### src/rtl/s_axis_rq_skid_x4.sv
// RQ stream skid buffer with first_be tagging and overlong-packet flag; RQ_SKID_STATS_EN adds pkt/stall counters.
// Latency: 1 cycle from sink accept to s_axis_rq_tvalid_a when the buffer is empty.
// Backpressure: sink_tready is a register (= skid entry free); 1 beat/cycle sustained with tready_a[0] high.
module s_axis_rq_skid_x4 #(
    parameter int DATA_WIDTH = 128,
    parameter int KEEP_WIDTH = DATA_WIDTH / 8,
    parameter int MAX_BEATS  = 256
) (
    input  logic                  user_clk,
    input  logic                  user_reset,
    input  logic [DATA_WIDTH-1:0] sink_tdata,
    input  logic [KEEP_WIDTH-1:0] sink_tkeep,
    input  logic                  sink_tlast,
    input  logic                  sink_tvalid,
    output logic                  sink_tready,
    input  logic [3:0]            sink_first_be,
    output logic [DATA_WIDTH-1:0] s_axis_rq_tdata_a,
    output logic [KEEP_WIDTH-1:0] s_axis_rq_tkeep_a,
    output logic                  s_axis_rq_tlast_a,
    output logic [3:0]            s_axis_rq_tuser_a,
    output logic                  s_axis_rq_tvalid_a,
    input  logic [3:0]            s_axis_rq_tready_a,
    output logic                  err_overlong
`ifdef RQ_SKID_STATS_EN
    ,
    output logic [31:0]           pkt_count,
    output logic [31:0]           stall_count
`endif
);

    localparam int CW = $clog2(MAX_BEATS) + 1;

    typedef struct packed {
        logic [DATA_WIDTH-1:0] data;
        logic [KEEP_WIDTH-1:0] keep;
        logic                  last;
        logic [3:0]            user;
    } beat_t;

    typedef enum logic {IDLE, IN_PKT} state_t;

    state_t         state_q, state_d;
    beat_t          main_q, skid_q, in_beat;
    logic           main_vld, skid_vld, skid_vld_d;
    logic [3:0]     first_be_q;
    logic [CW-1:0]  beat_cnt;
    logic           accept, drain;
    logic           unused_rdy;

    assign unused_rdy = ^s_axis_rq_tready_a[3:1];
    assign accept     = sink_tvalid & sink_tready;
    assign drain      = main_vld & s_axis_rq_tready_a[0];

    always_comb begin
        state_d = state_q;
        if (accept) begin
            case (state_q)
                IDLE:    if (!sink_tlast) state_d = IN_PKT;
                IN_PKT:  if (sink_tlast)  state_d = IDLE;
                default: state_d = IDLE;
            endcase
        end
    end

    always_comb begin
        in_beat.data = sink_tdata;
        in_beat.keep = sink_tkeep;
        in_beat.last = sink_tlast;
        in_beat.user = (state_q == IDLE) ? sink_first_be : first_be_q;
    end

    // A full skid entry blocks the input, so a drain and a skid load never coincide.
    always_comb begin
        skid_vld_d = skid_vld;
        if (drain)
            skid_vld_d = 1'b0;
        else if (accept && main_vld)
            skid_vld_d = 1'b1;
    end

    always_ff @(posedge user_clk) begin
        if (user_reset) begin
            state_q      <= IDLE;
            main_q       <= '0;
            skid_q       <= '0;
            main_vld     <= 1'b0;
            skid_vld     <= 1'b0;
            sink_tready  <= 1'b0;
            first_be_q   <= 4'h0;
            beat_cnt     <= '0;
            err_overlong <= 1'b0;
        end else begin
            state_q     <= state_d;
            skid_vld    <= skid_vld_d;
            sink_tready <= !skid_vld_d;
            if (accept && state_q == IDLE)
                first_be_q <= sink_first_be;

            if (drain) begin
                if (skid_vld)
                    main_q <= skid_q;
                else if (accept)
                    main_q <= in_beat;
                else
                    main_vld <= 1'b0;
            end else if (accept) begin
                if (!main_vld) begin
                    main_q   <= in_beat;
                    main_vld <= 1'b1;
                end else begin
                    skid_q <= in_beat;
                end
            end

            // Count is of beats already sent in this packet, so MAX_BEATS-1 means this one hits the limit.
            if (drain) begin
                if (main_q.last) begin
                    beat_cnt <= '0;
                end else begin
                    beat_cnt <= beat_cnt + 1'b1;
                    if (beat_cnt == CW'(MAX_BEATS - 1))
                        err_overlong <= 1'b1;
                end
            end
        end
    end

    assign s_axis_rq_tdata_a  = main_q.data;
    assign s_axis_rq_tkeep_a  = main_q.keep;
    assign s_axis_rq_tlast_a  = main_q.last;
    assign s_axis_rq_tuser_a  = main_q.user;
    assign s_axis_rq_tvalid_a = main_vld;

`ifdef RQ_SKID_STATS_EN
    always_ff @(posedge user_clk) begin
        if (user_reset) begin
            pkt_count   <= 32'h0;
            stall_count <= 32'h0;
        end else begin
            if (drain && main_q.last && pkt_count != 32'hFFFF_FFFF)
                pkt_count <= pkt_count + 32'h1;
            if (main_vld && !s_axis_rq_tready_a[0] && stall_count != 32'hFFFF_FFFF)
                stall_count <= stall_count + 32'h1;
        end
    end
`endif

endmodule
### config.mk
export PLATFORM = sky130hd
export DESIGN_NAME = s_axis_rq_skid_x4
export DESIGN_NICKNAME = d
export VERILOG_FILES = /design/src/rtl/s_axis_rq_skid_x4.sv
export SDC_FILE = /design/constraint.sdc
export NUM_CORES = 1
export LEC_CHECK = 0
export ABC_AREA = 0
export CORE_ASPECT_RATIO = 1.75
export CORE_MARGIN = 4
export CORE_UTILIZATION = 45
export DETAILED_ROUTE_END_ITERATION = 16
export GPL_TIMING_DRIVEN = 0
export PLACE_DENSITY = 0.76
export SETUP_SLACK_MARGIN = 0.3
export SLEW_MARGIN = 20
export SYNTH_ARGS = -nofsm -noshare
export SYNTH_HDL_FRONTEND = slang
export SYNTH_SLANG_ARGS = --single-unit
### constraint.sdc
create_clock -name user_clk -period 1.5 [get_ports user_clk]
set_input_delay 0.225 -clock user_clk [delete_from_list [all_inputs] [get_ports user_clk]]
set_output_delay 0.225 -clock user_clk [all_outputs]
set_load 0.01 [all_outputs]
==> flow_metrics.env <==
export IMPL_rsz0062_at_grt="true"
export IMPL_wl_per_cell_um=20.5
export IMPL_synth_seq_cells=316
export IMPL_drtPass1Iterations=7
export IMPL_drc_errors=0
export IMPL_min_to="skid_q[143]"
export IMPL_synthArstFlopShare=0
export IMPL_postSynthAreaPerCell_um2=8.35
export IMPL_h_tree_depth=1
export IMPL_fmax_ghz=0.590
export IMPL_run_status="complete, but fails checks"
export IMPL_period_share=1.13
export IMPL_use_met3=0.0460
export IMPL_ys_types=35
export IMPL_dieArea_um2=32400
export IMPL_gr_total_overflow=0
export IMPL_antenna_found_initial=4
export IMPL_setup_viol=296
export IMPL_cts_tree="done"
export IMPL_clk_pin_slew_ps=70
export IMPL_worstMarginPinSlew_ps=806
export IMPL_grt_pass1_wl_mm=71.8
export IMPL_r2r_end="s_axis_rq_tdata_a[7]"
export IMPL_failed_checks="setup timing"
export IMPL_core_area_um2=29300
export IMPL_cts_hold_fix_buffers=0
export IMPL_pin_count=308
export IMPL_drt_total_wl_mm=48.8
export IMPL_io_buffer_count=304
export IMPL_max_cap_viol_count=0
export IMPL_first_global_vias=13813
export IMPL_holdPathStages=3
export IMPL_grt_usage=0.276
export IMPL_synthToLayoutAreaGrowth_pct=54.2
export IMPL_finalHoldViolCount=0
export IMPL_dp_worst_setup_slack_ps=-1060
export IMPL_drt_iter0_markers=820
export IMPL_r2r_start="s_axis_rq_tvalid_a"
export IMPL_place_gp_congestion=0.872
export IMPL_critPathMaxFanout=10
export IMPL_netlist_instances=1591
export IMPL_cts_buffers=30
export IMPL_num_rows=83
export IMPL_holdWs_ps=258
export IMPL_die_y_um=235
export IMPL_nets=2140
export IMPL_vias_per_cell=5.70
export IMPL_final_core_util=0.699
export IMPL_cp_required_ps=1960
export IMPL_clk_latency_ps=560
export IMPL_seqCellArea_um2=6340
export IMPL_period_needed_ps=1700
export IMPL_top_usage_layer="met2"
export IMPL_crit_arrival_ps=2150
export IMPL_ir_worst_vdd_uv=908
export IMPL_min_from="sink_tdata[122]"
export IMPL_ant_nets=0
export IMPL_power_density_nw_per_um2=964
export IMPL_skew_ps=8.15
export IMPL_leakage_nw=8.08
export IMPL_ff2ff_setup_slack_ps=-200
export IMPL_syn_cell_area_um2=13300
export IMPL_slew_headroom=0.462
export IMPL_place_hpwl_mm=31.2
export IMPL_finalWorstSetupSlack_ps=-195
export IMPL_cts_sinks=316
export IMPL_grt_max_degree=15
export IMPL_ys_seq_area_frac=0.476
export IMPL_grt_util_met1=0.283
export IMPL_synth_fp_nets=1749
export IMPL_drv_slew=0
export IMPL_clockBufferDepth=3
export IMPL_tns_ps=-30730
export IMPL_r2r_cells=7
export IMPL_crit_type="flip-flop to flip-flop"
export IMPL_grt_use_met2=0.507
export IMPL_min_path_type="input port to flip-flop"
export IMPL_synth_edf_count=0
export IMPL_fillers=2208
export IMPL_root_buffer="clkbuf_16"
export IMPL_end_kind="flip-flop"
export IMPL_drive_gt1_frac=0.303
export IMPL_die_x_um=138
export IMPL_yosys_warnings=0
export IMPL_crit_path_start_kind="flip-flop"
export IMPL_vias=13602
export IMPL_start_util=0.454
export IMPL_multi_input_area_um2=7430
export IMPL_synth_ff_type="dfxtp_1"
==> synthesized netlist by cell type, drive strengths merged (2+ instances only) <==
library cell | n | share of area
nand2 | 594 | 0.17
dfxtp | 316 | 0.48
a21oi | 299 | 0.11
a311oi | 145 | 0.15
clkbuf | 104 | 0.029
buf | 49 | 0.025
nor2 | 17 | 0.0048
mux2i | 9 | 0.0068
and2 | 6 | 0.0028
nand3 | 6 | 0.0023
a211oi | 4 | 0.0023
inv | 4 | 0.0011
nand2b | 4 | 0.0019
o21ai | 4 | 0.0015
o32ai | 4 | 0.0026
a31oi | 3 | 0.0014
nand4b | 3 | 0.0020
or3 | 3 | 0.0014
ha | 2 | 0.0019
nand4 | 2 | 0.00094
o311ai | 2 | 0.0013
o41ai | 2 | 0.0013
==> worst max-delay path, stage by stage (launching register included) <==
cell	delay [ps]
dfxtp_2	330
buf_6	130
a22o_4	270
and2_4	150
buf_12	150
buf_12	160
buf_12	160
a311oi_2	230
==> worst max path at each step <==
stage                             startpoint                    end  slack (ps)  cells past startpoint
after global routing      s_axis_rq_tvalid_a             skid_q[80]        -210                      9
after floorplan           s_axis_rq_tvalid_a  s_axis_rq_tdata_a[10]          40                      7
after detailed placement          user_reset            skid_q[112]       -1060                      5
final                     s_axis_rq_tvalid_a   s_axis_rq_tdata_a[7]        -200                      7
after global placement            user_reset            skid_q[110]       -1090                      5
after CTS                 s_axis_rq_tvalid_a   s_axis_rq_tdata_a[7]        -160                      7
==> placed cells by master (no fill, tap or decap), types with 36 or more instances in the layout <==
cell type / count
a21oi_1: 194
a21oi_2: 105
a311oi_2: 143
clkbuf_16: 45
clkbuf_2: 47
clkdlybuf4s50_1: 151
dfxtp_1: 307
dlygate4sd2_1: 140
nand2_1: 503
nand2_2: 36
nand2_4: 55
==> final cells by class <==
cell class                      instances  share of cell area
Tap cell                              382              0.0233
Timing Repair Buffer                  359               0.185
Sequential cell                       316               0.309
Buffer                                153              0.0702
Antenna cell                            2            0.000244
Inverter                                4            0.000733
Clock buffer                           47              0.0467
Clock inverter                          5             0.00153
Multi-Input combinational cell       1118               0.363
==> state kept, by name, indices dropped and copies added, names as in the netlist <==
register and cells:
skid_q 149, s_axis_rq_tdata_a 128, s_axis_rq_tkeep_a 16, beat_cnt 9, first_be_q 4, s_axis_rq_tuser_a 4, err_overlong 1, s_axis_rq_tlast_a 1
s_axis_rq_tvalid_a 1, sink_tready 1, skid_vld 1, state_q 1
==> timing repair <==
action,in CTS,in global routing
cloned,20,8
setup endpoints to repair,468,468
endpoints found under the hold margin,0,0
pin swaps,32,72
gates resized for setup,431,240
setup buffers,17,10
==> report_power, final <==
group | switching (mW) | internal (mW)
sequential | 0.228 | 8.75
clock | 3.29 | 4.35
combinational | 1.62 | 1.51
total | 5.15 | 14.6
==> kinds of logic (layout without fill, tap and decap cells) <==
| kind of cell | Yosys count | in the layout | share of synthesized area |
|---|---|---|---|
| AOI/OAI and AO/OA | 465 | 465 | 0.272 |
| adders and majority gates | 2 | 2 | 0.00188 |
| buffers and inverters | 157 | 568 | 0.0555 |
| DFF | 316 | 316 | 0.476 |
| muxes | 9 | 9 | 0.00678 |
| other | 0 | 2 | 0 |
| and+or+nand+nor | 642 | 642 | 0.188 |
==> routing by layer <==
layer | wire, µm | vias to the layer above
li1 | - | 6321
met1 | 16300 | 6473
met2 | 26200 | 610
met3 | 2970 | 196
met4 | 3310 | 2
met5 | 13 | -
==> through the flow <==
step                instances  area [µm²]  total power [mW]
global placement         2277       17100              11.9
floorplan                1591       13600              10.5
detailed placement       2277       17100              11.9
global route             2386       20500              20.3
CTS                      2366       19300              19.5
finish                   2386       20500              19.7
Power figures use the tool's default switching activity.
